<file path="src/rtl/apb_slave_pkg.sv">
// Shared types for the APB3 register-array completer.
// Holds the FSM state encoding and the registered response bundle.
package apb_slave_pkg;

   typedef enum logic {
      IDLE   = 1'b0,
      ACCESS = 1'b1
   } apb_slv_state_e;

   localparam int ADDR_LSB = 2;

   typedef struct packed {
      logic ready;
      logic err;
   } apb_resp_t;

endpackage

</file>
<file path="src/rtl/apb_slave_regfile.sv">
// DEPTH x DATA_W register array, synchronous clear on reset.
// One synchronous write port, one combinational read port.
module apb_slave_regfile #(
   parameter int DEPTH  = 16,
   parameter int IDX_W  = 4,
   parameter int DATA_W = 32
) (
   input  logic              clk,
   input  logic              resetn,
   input  logic              we,
   input  logic [IDX_W-1:0]  waddr,
   input  logic [DATA_W-1:0] wdata,
   input  logic [IDX_W-1:0]  raddr,
   output logic [DATA_W-1:0] rdata
);

   logic [DEPTH-1:0][DATA_W-1:0] mem_q;
   logic [DEPTH-1:0][DATA_W-1:0] mem_d;

   always_comb begin
      mem_d = mem_q;
      if (we) begin
         mem_d[waddr] = wdata;
      end
   end

   always_ff @(posedge clk) begin
      if (!resetn) begin
         mem_q <= '0;
      end else begin
         mem_q <= mem_d;
      end
   end

   assign rdata = mem_q[raddr];

endmodule

</file>
<file path="src/rtl/apb_slave_mem.sv">
// APB3 completer over a word array with fixed wait states and bad-address error.
// Define APB_SLAVE_MEM_PSLVERR_EN to drive pslverr; otherwise it is tied low.
module apb_slave_mem
   import apb_slave_pkg::*;
#(
   parameter int ADDR_W      = 32,
   parameter int DATA_W      = 32,
   parameter int DEPTH       = 16,
   parameter int WAIT_STATES = 0
) (
   input  logic              clk,
   input  logic              resetn,
   input  logic              psel,
   input  logic              penable,
   input  logic [ADDR_W-1:0] paddr,
   input  logic              pwrite,
   input  logic [DATA_W-1:0] pwdata,
   output logic [DATA_W-1:0] prdata,
   output logic              pready,
   output logic              pslverr
);

   localparam int IDX_W = (DEPTH > 1) ? $clog2(DEPTH) : 1;
   localparam int CNT_W = 4;

   apb_slv_state_e    state_q, state_d;
   logic [CNT_W-1:0]  cnt_q, cnt_d;
   logic [IDX_W-1:0]  idx_q, idx_d;
   logic              write_q, write_d;
   logic              err_q, err_d;
   logic [DATA_W-1:0] prdata_q, prdata_d;
   apb_resp_t         resp_q, resp_d;

   logic [ADDR_W-ADDR_LSB-1:0] a_idx;
   logic [DATA_W-1:0]          rdata;
   logic                       setup;
   logic                       done;
   logic                       err_in;
   logic                       we;

   assign a_idx  = paddr[ADDR_W-1:ADDR_LSB];
   // Extra zero bit keeps the compare correct when DEPTH fills the index space
   assign err_in = (paddr[ADDR_LSB-1:0] != '0) ||
                   ({1'b0, a_idx} >= (ADDR_W-ADDR_LSB+1)'(DEPTH));
   assign setup  = (state_q == IDLE) && psel && !penable;
   assign done   = (state_q == ACCESS) && psel && penable && resp_q.ready;
   assign we     = done && write_q && !err_q;

   apb_slave_regfile #(
      .DEPTH  (DEPTH),
      .IDX_W  (IDX_W),
      .DATA_W (DATA_W)
   ) u_regfile (
      .clk    (clk),
      .resetn (resetn),
      .we     (we),
      .waddr  (idx_q),
      .wdata  (pwdata),
      .raddr  (a_idx[IDX_W-1:0]),
      .rdata  (rdata)
   );

   always_ff @(posedge clk) begin
      if (!resetn) begin
         state_q  <= IDLE;
         cnt_q    <= '0;
         idx_q    <= '0;
         write_q  <= 1'b0;
         err_q    <= 1'b0;
         prdata_q <= '0;
         resp_q   <= '0;
      end else begin
         state_q  <= state_d;
         cnt_q    <= cnt_d;
         idx_q    <= idx_d;
         write_q  <= write_d;
         err_q    <= err_d;
         prdata_q <= prdata_d;
         resp_q   <= resp_d;
      end
   end

   always_comb begin
      state_d = state_q;
      unique case (state_q)
         IDLE: begin
            if (psel && !penable) begin
               state_d = ACCESS;
            end
         end
         ACCESS: begin
            if (!psel || (penable && resp_q.ready)) begin
               state_d = IDLE;
            end
         end
         default: state_d = IDLE;
      endcase
   end

   always_comb begin
      cnt_d    = cnt_q;
      idx_d    = idx_q;
      write_d  = write_q;
      err_d    = err_q;
      prdata_d = prdata_q;
      resp_d   = resp_q;
      if (setup) begin
         idx_d        = a_idx[IDX_W-1:0];
         write_d      = pwrite;
         err_d        = err_in;
         cnt_d        = CNT_W'(WAIT_STATES);
         resp_d.ready = (WAIT_STATES == 0);
         if (!pwrite) begin
            prdata_d = err_in ? '0 : rdata;
         end
      end else if (state_q == ACCESS) begin
         if (!psel || done) begin
            cnt_d  = '0;
            resp_d = '0;
         end else if (cnt_q != '0) begin
            cnt_d        = cnt_q - 1'b1;
            resp_d.ready = (cnt_q == CNT_W'(1));
         end
      end
`ifdef APB_SLAVE_MEM_PSLVERR_EN
      resp_d.err = resp_d.ready && err_d;
`else
      resp_d.err = 1'b0;
`endif
   end

   assign prdata  = prdata_q;
   assign pready  = resp_q.ready;
   assign pslverr = resp_q.err;

endmodule

</file>
<file path="config.mk">
export PLATFORM = sky130hd
export DESIGN_NAME = apb_slave_mem
export DESIGN_NICKNAME = d
export VERILOG_FILES = /design/src/rtl/apb_slave_pkg.sv /design/src/rtl/apb_slave_regfile.sv /design/src/rtl/apb_slave_mem.sv
export SDC_FILE = /design/constraint.sdc
export NUM_CORES = 1
export LEC_CHECK = 0
export CORE_MARGIN = 4
export CORE_UTILIZATION = 61
export CTS_CLUSTER_DIAMETER = 30
export DETAILED_ROUTE_END_ITERATION = 10
export PLACE_DENSITY = 0.8
export SYNTH_ARGS = -nofsm -noshare
export SYNTH_HDL_FRONTEND = slang
export SYNTH_SLANG_ARGS = --single-unit
export TNS_END_PERCENT = 30
</file>
<file path="constraint.sdc">
create_clock -name clk -period 2.55 [get_ports clk]
set_input_delay 0.6375 -clock clk [delete_from_list [all_inputs] [get_ports clk]]
set_output_delay 0.6375 -clock clk [all_outputs]
set_load 0.02 [all_outputs]
</file>
==> impl_summary.md, run 1 <==
Cells and area
The antenna diode instance count is 0. The filler cell count is 2589. The area growth from synthesis to layout is 22.8%. The share of layout cells above drive strength 1 is 0.158. At the end of the flow, the number of nets in the layout was 3141.

Power
Summed over all nets, the switching power comes to 5.39 mW. The share of total power dissipated in combinational logic is 0.048. The cell-internal power is 19.0 mW. Summed over all cells, the static leakage comes to 11.1 nW.

VDD sags by at most between 0.0004 and 0.0005 V. The share of total power dissipated in sequential elements is 0.358. The clock group share of total power is 0.594. The power density normalized to cell area is ~780 mW/mm2. The net switching share of the total power is 0.221.

Routing
The final layout contains routed wiring with a total length of 78.3 mm. Across all layers, the routed design uses 23200 vias. The number of DRC violations after detailed routing is 0. The pre-antenna-repair detailed-routing pass consisted of 8 iterations. In the final routed layout, each cell accounts on average for 21.2 um. The DRC marker count from the first detailed-route iteration is 2604.

The number of vias per cell is 6.30. The count of nets left with antenna violations once routing finished came out at 0.

Clocking
The number of hold buffers added after cts is 0. The TritonCTS clock tree is built. The tree is rooted in a sky130_fd_sc_hd__clkbuf_16.

For the worst-skew pair, the clock arrives at the later sink with an insertion delay of between 0.6 and 0.7 ns. The number of setup buffers added after CTS is 0. The number of instances resized during post-cts repair is 0. Clock tree synthesis inserted a total of around 100 buffers.

After clock tree synthesis, the clock-pin slew on the worst setup and hold paths is 0.05 ns. The deepest level of the CTS H-tree is 3. The clock drives ~560 sinks.

Counting along the longest clock path gives a buffer depth of 3.

Timing
Of the available clock period, the critical path in the final layout requires 0.934. The total of endpoints with negative setup slack in the final report is 0. The normalized max-slew margin is 0.343. After routing, the total negative slack on setup checks comes to 0 ns.

The worst hold margin is 0.342 ns. The slew at the pin closest to its max-slew limit is 0.985 ns. The final-report max-slew violation count came to 0. The hold violation count in the final report was 0. Setup repair after global routing left no endpoint under its margin. Based on the critical path, the design can be clocked at up to 420 MHz. The clock period minus worst slack is 2.38 ns. The post-route clock skew is 0.0194 ns.

Synth
The dominant register cell in the synthesized netlist is sky130_fd_sc_hd__dfxtp_1. The register bit total from synthesis is 556. The most common cell in the synthesized netlist is sky130_fd_sc_hd__nand2_1.

Ranked by instance count, the synthesized netlist is headed by sky130_fd_sc_hd__nand2_1, sky130_fd_sc_hd__dfxtp_1, sky130_fd_sc_hd__a21boi_0. sky130_fd_sc_hd__dfxtp_1 takes more of the synthesized area than any other cell. Of the post-synthesis cell area, the dominant cell type holds 0.438. The summed instance area of the synthesized netlist is 0.0254 mm2. In the post-synthesis netlist, the biggest area contributors are sky130_fd_sc_hd__dfxtp_1, sky130_fd_sc_hd__nand2_1, sky130_fd_sc_hd__a21boi_0. The average footprint of a synthesized cell is 8.40 um2. Synthesis produced a netlist with a net count of 3098.

Yosys printed 0 warnings. Counting distinct cell types in the post-synthesis netlist gives 52. The async set or reset register ratio after synthesis is 0. The synthesized design contains 0 enable-type register cells. The share of the Yosys chip area taken by registers is 0.438. The instance count of the mapped netlist is slightly above 3000.

Floorplan
The y dimension of the die is 212 um. The floorplan step set the die width to 212 um. The initial utilization of the core area, before any placement, comes to 0.619. After floorplanning, the core was divided into 74 placement rows. The die covers 0.0450 mm2.

The number of I/O pins is 103. The area of the core region is roughly 0.041 mm2.

GRT
The maximum number of pins on one net before global-route repair is roughly 260. The via count of the first global-routing pass is around 24000. The number of antenna violations at the first check in global routing was 0. For this run, the total global-route usage over all layers was measured as 0.337. The wire length of the first global-routing pass is 123 mm. The remaining global-route overflow is 0.

Worst setup path
The number of buffers and inverters on the critical path is 1. Data on the critical path arrives at its endpoint at approximately 1.7 ns. The largest driver fanout on the critical path is 2.

The required arrival time at the worst endpoint is 1.91 ns. The launching element type of the critical path is a register. The family of cells with the greatest summed delay on the critical path is buffers and inverters. The kind of end point of the critical path is an output pin. The largest individual stage delay along the critical path comes from the cell sky130_fd_sc_hd__clkdlybuf4s50_1. On the worst path, the slowest cell contributes a delay of 0.66 ns.

The kind of critical path is register to output pin. Traced cell by cell, the critical path runs through clkdlybuf4s50_1.

Flow run
Max-cap violations in this run came to 0.

Status
The run finished with clean final reports.

Placed design
Detailed placement ended at an HPWL of 44.9 mm. The final weighted congestion in routability-driven placement is 0.855. Input and output buffers added on the ports amount to roughly 100.

Hold path
The worst hold path class is primary input to register.
==> state kept, by name (all words and copies together), names as in the netlist <==
name,count
u_regfile.mem_q,512
cnt_q,4
state_q,1
pready,1
prdata,32
write_q,1
idx_q,4
err_q,1
==> metrics by stage <==
step	cells	cell area, um2	util	worst slack, ns	total power [mW]
floorplan	3026	25400	-	0.252	9.56
global placement	3495	27400	0.669	-0.0938	10.0
detailed placement	3495	27400	0.669	-0.158	10.0
CTS	3687	31200	0.760	0.185	24.4
global route	3687	31200	0.760	0.126	24.9
finish	3687	31200	0.760	0.169	24.4
==> routing by layer <==
| metal | vias up | wire (um) | track usage |
|---|---|---|---|
| met2 | 1327 | 37300 | 0.562 |
| met3 | 249 | 7460 | 0.0649 |
| li1 | 10300 | - | - |
| met1 | 11300 | 30700 | 0.423 |
| met4 | 0 | 2770 | 0.156 |
| met5 | - | 0 | 0 |
==> logic make-up (layout without fill, tap and decap cells) <==
| logic type | count (synthesis) | in the layout | synth area share |
|---|---|---|---|
| and+or+nand+nor | 1182 | 1182 | 0.188 |
| AOI/OAI and AO/OA | 749 | 749 | 0.222 |
| DFF | 556 | 556 | 0.438 |
| buffers and inverters | 309 | 438 | 0.0543 |
| muxes | 225 | 225 | 0.0954 |
| adders and majority gates | 3 | 3 | 0.00148 |
| other | 1 | 1 | 0.000148 |
| xor gates and xnor gates | 1 | 1 | 0.000345 |
==> cell usage in the layout (no fill, tap or decap), types with 30 or more instances in the layout <==
cell	count
sky130_fd_sc_hd__a21boi_0	408
sky130_fd_sc_hd__clkbuf_16	104
sky130_fd_sc_hd__dfxtp_1	556
sky130_fd_sc_hd__mux2_2	127
sky130_fd_sc_hd__clkdlybuf4s50_1	96
sky130_fd_sc_hd__buf_4	89
sky130_fd_sc_hd__o221ai_1	33
sky130_fd_sc_hd__buf_12	52
sky130_fd_sc_hd__a21boi_1	91
sky130_fd_sc_hd__mux2i_1	97
sky130_fd_sc_hd__a22o_1	31
sky130_fd_sc_hd__or3_1	32
sky130_fd_sc_hd__a21oi_1	64
sky130_fd_sc_hd__nor2_1	35
sky130_fd_sc_hd__a221oi_1	30
sky130_fd_sc_hd__a22oi_1	61
sky130_fd_sc_hd__nand2_1	1057
==> path summary, 6_finish.rpt <==
check | start | to | slack (ns) | depth (start not counted)
hold / removal | resetn | u_regfile.mem_q[55]$_SDFFE_PN0P_ | 0.34 | 2
setup reg to reg | state_q$_SDFF_PN0_ | u_regfile.mem_q[147]$_SDFFE_PN0P_ | 0.52 | 7
setup / recovery | prdata[17]$_SDFFE_PN0P_ | prdata[17] | 0.17 | 1
hold reg to reg | u_regfile.mem_q[497]$_SDFFE_PN0P_ | u_regfile.mem_q[497]$_SDFFE_PN0P_ | 0.45 | 2
==> layout make-up <==
cell class                 instances  area [um2]  area share
multi-input combinational       2161       12900       0.414
sequential                       556       11100       0.357
clock buffer                     130        2870      0.0920
timing repair buffer             241        2710      0.0869
clock inverter                    62         878      0.0282
tap                              532         666      0.0213
inverter                           5        18.8    0.000602
==> power groups by stage <==
stage | clock (mW) | sequential (mW) | combinational (mW)
after floorplan | 0 | 8.90 | 0.669
after global placement | 0 | 8.90 | 1.11
after detailed placement | 0 | 8.90 | 1.12
after CTS | 14.5 | 8.73 | 1.13
after global routing | 15.0 | 8.72 | 1.20
final | 14.5 | 8.73 | 1.17
Note: power is estimated with default switching activity, not from simulation.
==> inputs of run 2 (changes only) <==
Settings changed: CELL_PAD_IN_SITES_DETAIL_PLACEMENT from default to 0, CELL_PAD_IN_SITES_GLOBAL_PLACEMENT from default to 1, CORE_UTILIZATION 61 to 47, PLACE_DENSITY 0.8 to default, PLACE_DENSITY_LB_ADDON from default to 0.1.
==> run 2 against run 1 <==
Clock-buffer cell count rose by 61. Routed wire length rose by 2.4%. Total power rose by 13%. Final area rose by 4.3%. Setup slack got worse by 0.084 ns. Sequential cell count did not move. Via count fell by 5.5%. Final cell count rose by 6.0%.
==> impl_summary.md, run 2 (same netlist as run 1, synthesis figures left out) <==
Cells and area
Summing all multi-input logic gate instances after layout gives 0.0129 mm2. The final layout contains 3181 nets. Registers take 0.0111 mm2. The antenna diode instance count is 0. The layout has ~4400 filler cells. The register with the most flip-flops in the layout has between 500 and 600 of them. Ranked by flip-flop count, first place goes to u_regfile.mem_q. Once layout is complete, the utilization of the core stands at 0.613.

In the layout the commonest cells are sky130_fd_sc_hd__nand2_1, sky130_fd_sc_hd__dfxtp_1, sky130_fd_sc_hd__a21boi_0. The commonest non-fill, non-tap cell in the layout is sky130_fd_sc_hd__nand2_1. Relative to the synthesized area, the layout overhead comes to 28.1%.

Of the cells placed in the final design, the portion with a size suffix greater than 1 is 0.170.

Clocking
The TritonCTS clock tree is built. Gates resized during post-CTS repair numbered 0. The number of hold buffers added after cts is 0. The number of sinks driven by the clock tree is 556. After clock tree synthesis, the setup repair step added 0 buffers. The cell at the root of the clock tree is sky130_fd_sc_hd__clkbuf_16. The worst-skew pair later-pin latency is around 0.7 ns. The clock transition time at the flip-flop clock pins of the worst setup and hold paths is 0.05 ns. No sink is reached through more buffers than the 3 on the longest clock path. Clock tree synthesis inserted a total of 136 buffers. In this run the number of H-tree levels came out at 4.

Timing
The worst hold margin is 0.310 ns. The clock period could shrink to 2.47 ns. Based on the critical path, the design can be clocked at up to 406 MHz. The final-report max-slew violation count came to 0. Setup violations remaining at the end of the flow were counted as 0. The hold violation count in the final report came to 0. Headroom to the max-slew limit came out at 0.504. For the pin with the worst max-slew slack, the measured transition is about 0.74 ns. Dividing the final minimum period by the clock period gives 0.967. Setup repair after global routing left no endpoint under its margin. On the final layout, the worst clock skew is ~0.02 ns.

Power
In this run the static leakage power is 11.7 nW. The maximum resistive drop on vdd is 0.000628 V. Dividing total power by cell area gives a power density of 847 mW/mm2.

Worst setup path
The depth of the most critical reg-to-reg path is 7. The worst reg-to-reg setup slack is 0.49 ns. The largest driver fanout on the critical path is 2. The kind of end point of the critical path is an output pin. The number of buffers and inverters on the critical path is 1. The kind of critical path is register to output pin.

Data on the critical path is required at its endpoint by 1.91 ns. For this design, the slowest cell found on the critical path is sky130_fd_sc_hd__clkdlybuf4s50_1. STA classifies the critical path startpoint as a register. The endpoint arrival time on the critical path is 1.83 ns. The startpoint identified for the worst register-to-register timing path is state_q$_SDFF_PN0_. Traced cell by cell, the critical path runs through clkdlybuf4s50_1. In this run the number of cells on the critical path is 1. The capture point of the worst reg-to-reg path is u_regfile.mem_q[236]$_SDFFE_PN0P_.

The maximum single-stage delay on the critical path is between 0.6 and 0.7 ns. The worst setup path startpoint is prdata[15]$_SDFFE_PN0P_. The endpoint of the worst setup timing path is prdata[15]. The cell family contributing the most delay on the critical path is buffers and inverters.

Hold path
The worst hold path class is primary input to register.

GRT
The number of antenna violations at the first check in global routing came to 1. The via count of the first global-routing pass is 21700. The overall routing resource usage is 0.273. The maximum number of pins on one net before global-route repair is 189. The total overflow left after global routing is 0.

The first global-routing pass estimated 123 mm of wire.

Floorplan
The die is roughly 240 um wide. For this configuration, the core starts out at a cell density of 0.479. In this run the core area contains 84 standard-cell rows. The floorplan step defined a die boundary enclosing 0.0578 mm2. The total area inside the core boundary comes to 0.0531 mm2.

Pin placement for this block handled between 100 and 150 I/O pins. The y dimension of the die is ~240 um.

Placed design
The HPWL after detailed placement is 48.2 mm. The congestion estimate from routability-driven global placement came to between 0.8 and 0.9. In this run the tool buffered the top-level ports with 101 buffer cells.

Routing
The number of vias per cell is 5.61. The via count is 21900. The count of nets left with antenna violations once routing finished came out at 0. After detailed routing, the number of remaining DRC violations is 0. The DRC marker count from the first detailed-route iteration is 1866. The post-detailed-route wirelength per cell is 20.5 um. For this block, the routed nets add up to approximately 80 mm of wire. The first detailed-routing pass ran for 6 iterations.

Status
The flow ran to the end, and the final reports show no timing, DRC or antenna violations.

Flow run
Max-cap violations in this run came to 0.
-- run 2: cell count changes in the layout (fill, tap and decap cells not counted), sizes merged --
cell / before / now
bufinv: 18 / 15
clkinvlp: 14 / 9
inv: 12 / 11
buf: 145 / 153
clkinv: 23 / 29
clkbuf: 130 / 191
-- run 2: area by class of cell --
type / count / share of cell area
Clock inverter: 59 / 0.0233
Sequential cell: 556 / 0.342
Timing Repair Buffer: 249 / 0.0874
Multi-Input combinational cell: 2161 / 0.397
Inverter: 5 / 0.000577
Tap cell: 688 / 0.0265
Clock buffer: 191 / 0.123
-- run 2: per-layer routing --
layer / vias up / part of all wire / routed length [um] / global-route usage
li1: 10400 / - / - / -
met1: 10600 / 0.46 / 36500 / 0.371
met2: 747 / 0.45 / 36100 / 0.428
met3: 136 / 0.073 / 5860 / 0.0700
met4: 2 / 0.021 / 1700 / 0.0922
met5: - / 0.00016 / 13 / 0
-- run 2: where the power goes --
| part | switching [mW] | leakage [nW] | total (mW) | internal (mW) |
|---|---|---|---|---|
| Combinational | 0.708 | 4.84 | 1.20 | 0.488 |
| Sequential | 0.0137 | 4.48 | 8.75 | 8.73 |
| Clock | 5.23 | 2.33 | 17.6 | 12.4 |
| Total | 5.95 | 11.7 | 27.6 | 21.6 |
-- run 2: worst min path at each step --
stage,slack [ns],startpoint,cells after the start,to
floorplan,0.43,u_regfile.mem_q[481]$_SDFFE_PN0P_,2,u_regfile.mem_q[481]$_SDFFE_PN0P_
global placement,0.43,u_regfile.mem_q[481]$_SDFFE_PN0P_,2,u_regfile.mem_q[481]$_SDFFE_PN0P_
detailed placement,0.44,u_regfile.mem_q[508]$_SDFFE_PN0P_,2,u_regfile.mem_q[508]$_SDFFE_PN0P_
CTS,0.27,resetn,2,u_regfile.mem_q[428]$_SDFFE_PN0P_
global route,0.29,resetn,2,u_regfile.mem_q[263]$_SDFFE_PN0P_
finish,0.31,resetn,2,u_regfile.mem_q[308]$_SDFFE_PN0P_
-- run 2: stage by stage --
stage                     setup TNS (ns)  setup WS [ns]  total power [mW]  area, um2  std cells
after floorplan                        0          0.252              9.56      25400       3026
after global placement             -7.37         -0.144              10.1      27800       3659
after detailed placement          -28.49         -0.158              10.1      27800       3659
after CTS                              0         0.0675              27.8      32500       3909
after global routing                   0        0.00996              28.4      32500       3909
final                                  0         0.0844              27.6      32500       3909
-- run 2: worst register-to-register path: stages (launching register included) --
cell and delay (ns):
sky130_fd_sc_hd__dfxtp_1 0.45, sky130_fd_sc_hd__nand3_2 0.18, sky130_fd_sc_hd__or2_1 0.31, sky130_fd_sc_hd__buf_12 0.17, sky130_fd_sc_hd__nor3_4 0.22, sky130_fd_sc_hd__buf_12 0.28, sky130_fd_sc_hd__nand2_1 0.11, sky130_fd_sc_hd__a21boi_0 0.25
==> inputs of run 3 (changes only) <==
Settings changed: RECOVER_POWER from default to 50.
==> run 3 against run 2 <==
Clock power about the same. Core utilization decreased by 0.45 points. Sequential cell count unchanged. Via count down 0.42%. Clock-buffer cell count is the same. Critical path depth is 7 higher. Global-route usage unchanged. Total power about the same. Largest power group unchanged. Sequential power about the same.
==> impl_summary.md, run 3 (same netlist as run 1, synthesis figures left out) <==
Status
The flow ran to the end, and the final reports show no timing, DRC or antenna violations.

Worst setup path
The largest individual stage delay along the critical path comes from the cell sky130_fd_sc_hd__clkbuf_4. The maximum single-stage delay on the critical path is between 0.5 and 0.6 ns. The kind of end point of the critical path is a register. The endpoint arrival time on the critical path is 3.11 ns. The critical path is of the primary input to register type.

The required arrival time at the worst endpoint is 3.16 ns. Along the worst path, the maximum fanout reaches 32. The launching element type of the critical path is a primary input.

The signal on the critical path passes through dlygate4sd3_1, nand3_1, or2_0, buf_12, nor3_4, clkbuf_4, nand2_1, a21boi_0.

Cells and area
At the end of the flow, the number of nets in the layout was 3181. The register name with the most flops is u_regfile.mem_q. The antenna diode instance count is 0. After routing the design area is 0.0323 mm2. The number of flip-flops in the largest register is 512.

The share of the core filled with cells in the final layout is 0.609. The commonest non-fill, non-tap cell in the layout is sky130_fd_sc_hd__nand2_1. Relative to the synthesized area, the layout overhead comes to 27.1%.

Once layout is complete, the cells apart from fillers number slightly below 4000. The area of the multi-input gates is between 0.01 and 0.015 mm2. Fill cells in the final layout number 4445. In the final layout, flip-flops and latches occupy 0.0111 mm2. Of the cells placed in the final design, the portion with a size suffix greater than 1 is 0.165.

The library cells used most frequently in the layout, excluding fill and tap cells, are sky130_fd_sc_hd__nand2_1, sky130_fd_sc_hd__dfxtp_1, sky130_fd_sc_hd__a21boi_0.

Clocking
The worst-skew pair later-pin latency is ~0.71 ns. The TritonCTS clock tree is built. The number of sinks driven by the clock tree is 556. The H-tree was split into 4 levels.

The number of gates resized after CTS was 0. The number of buffers between clock root and the deepest sink is 3. The post-CTS repair timing setup buffer count is 0. The clock transition time at the flip-flop clock pins of the worst setup and hold paths is approximately 0.050 ns. The tree is rooted in a sky130_fd_sc_hd__clkbuf_16.

For this design, the CTS-stage hold fixing added 0 buffers. Counting the buffers created by CTS gives 136.

Floorplan
The number of rows in the core area is 84. The die covers 0.0578 mm2. After floorplanning, the core was sized to cover between 0.05 and 0.06 mm2. The die outline width is around 240 um.

The y dimension of the die is approximately 240 um. 103 I/O pins were placed. The effective utilization at floorplan is 0.479.

Power
The static leakage is ~11 nW. IR analysis of the VDD net gives a maximum drop of 0.000633 V. The power density normalized to cell area is roughly 850 mW/mm2.

The total power of the final layout is roughly 28 mW.

Timing
The slew at the pin closest to its max-slew limit is 0.744 ns. The achievable clock frequency is approximately 400 MHz. The hold violation count in the final report was 0.

Setup repair after global routing left no endpoint under its margin. In the post-route analysis, the smallest setup slack over all paths is about 0.045 ns. Across the routed clock network, the largest skew measured is 0.0154 ns. Of the available clock period, the critical path in the final layout requires 0.982. For the finished layout, the period the worst path requires is 2.51 ns. In this run the tightest slew margin relative to its limit is 0.504. The final-report max-slew violation count is 0. The total of endpoints with negative setup slack in the final report is 0.

Routing
The number of vias per cell is about 5.6. Once detail routing completed, the nets flagged for antenna violations numbered 0. After detailed routing, the number of remaining DRC violations is 0. The post-detailed-route wirelength per cell is 20.5 um. Wire segments on met2 add up to 36.2 mm in the final route.

The length of the first detailed-routing pass in iterations is 6. The DRC marker count from the first detailed-route iteration is roughly 1800. The detailed router used layers up to and including met5. The final layout contains routed wiring with a total length of 80.1 mm. Across all layers, the routed design uses 21800 vias. The routed length on met3 is 5.61 mm. For this block, wires on met1 add up to 36.7 mm.

GRT
The via count of the first global-routing pass is 21700. For this run, the total global-route usage over all layers was measured as 0.273. The maximum number of pins on one net before global-route repair is 189. The number of antenna violations at the first check in global routing came to 1.

The wire length of the first global-routing pass is 123 mm. The remaining global-route overflow is 0.

Placed design
At the end of routability-driven placement, the weighted congestion stood at 0.835. The wire-length estimate of the detail-placed layout is 48.2 mm. In this run the tool buffered the top-level ports with around 100 buffer cells. The post-placement setup slack is -0.158 ns.

The total cell area at the placement stage is 0.0278 mm2. The number of placed instances, taps included, is about 3700.

Hold path
The worst hold path belongs to the class primary input to register.

Flow run
The max-capacitance violation count is 0.
-- run 3: cell count changes in the layout (fill, tap and decap cells not counted), sizes merged --
cell / change
buf: -23
clkbuf: +23
clkdlybuf4s50: -1
dlygate4sd3: +1
-- run 3: final timing paths --
| check | start | endpoint | slack (ns) | cells past startpoint |
|---|---|---|---|---|
| max | penable | u_regfile.mem_q[236]$_SDFFE_PN0P_ | 0.04 | 8 |
| min | resetn | u_regfile.mem_q[307]$_SDFFE_PN0P_ | 0.30 | 2 |
| min reg2reg | u_regfile.mem_q[328]$_SDFFE_PN0P_ | u_regfile.mem_q[328]$_SDFFE_PN0P_ | 0.44 | 2 |
| max reg2reg | state_q$_SDFF_PN0_ | u_regfile.mem_q[236]$_SDFFE_PN0P_ | 0.09 | 7 |
-- run 3: report_power, final --
part,leakage [nW],internal [mW],switching (mW)
sequential,4.48,8.73,0.0130
clock,2.33,12.4,5.23
combinational,4.69,0.485,0.706
-- run 3: layout make-up --
class | instances | area share
Clock buffer | 191 | 0.124
Tap cell | 688 | 0.0266
Inverter | 5 | 0.000581
Multi-Input combinational cell | 2161 | 0.398
Timing Repair Buffer | 249 | 0.0824
Sequential cell | 556 | 0.345
Clock inverter | 59 | 0.0234
-- run 3: stage by stage --
stage          hold WS, ns  TNS (ns)
2_1_floorplan        0.427         0
6_report             0.305         0
5_1_grt              0.292         0
3_5_place_dp         0.441    -28.49
4_1_cts              0.273         0
3_3_place_gp         0.432     -7.37
-- run 3: critical path, delay by kind of cell --
family / cells / cell delay [ns]
buf+inv: 3 / 1.33
compound gates: 1 / 0.26
simple gates: 4 / 0.87
-- run 3: metal layers --
metal | global-route usage | up-vias
met4 | 0.0922 | 2
li1 | - | 10400
met1 | 0.371 | 10600
met3 | 0.0700 | 127
met2 | 0.428 | 704
met5 | 0 | -
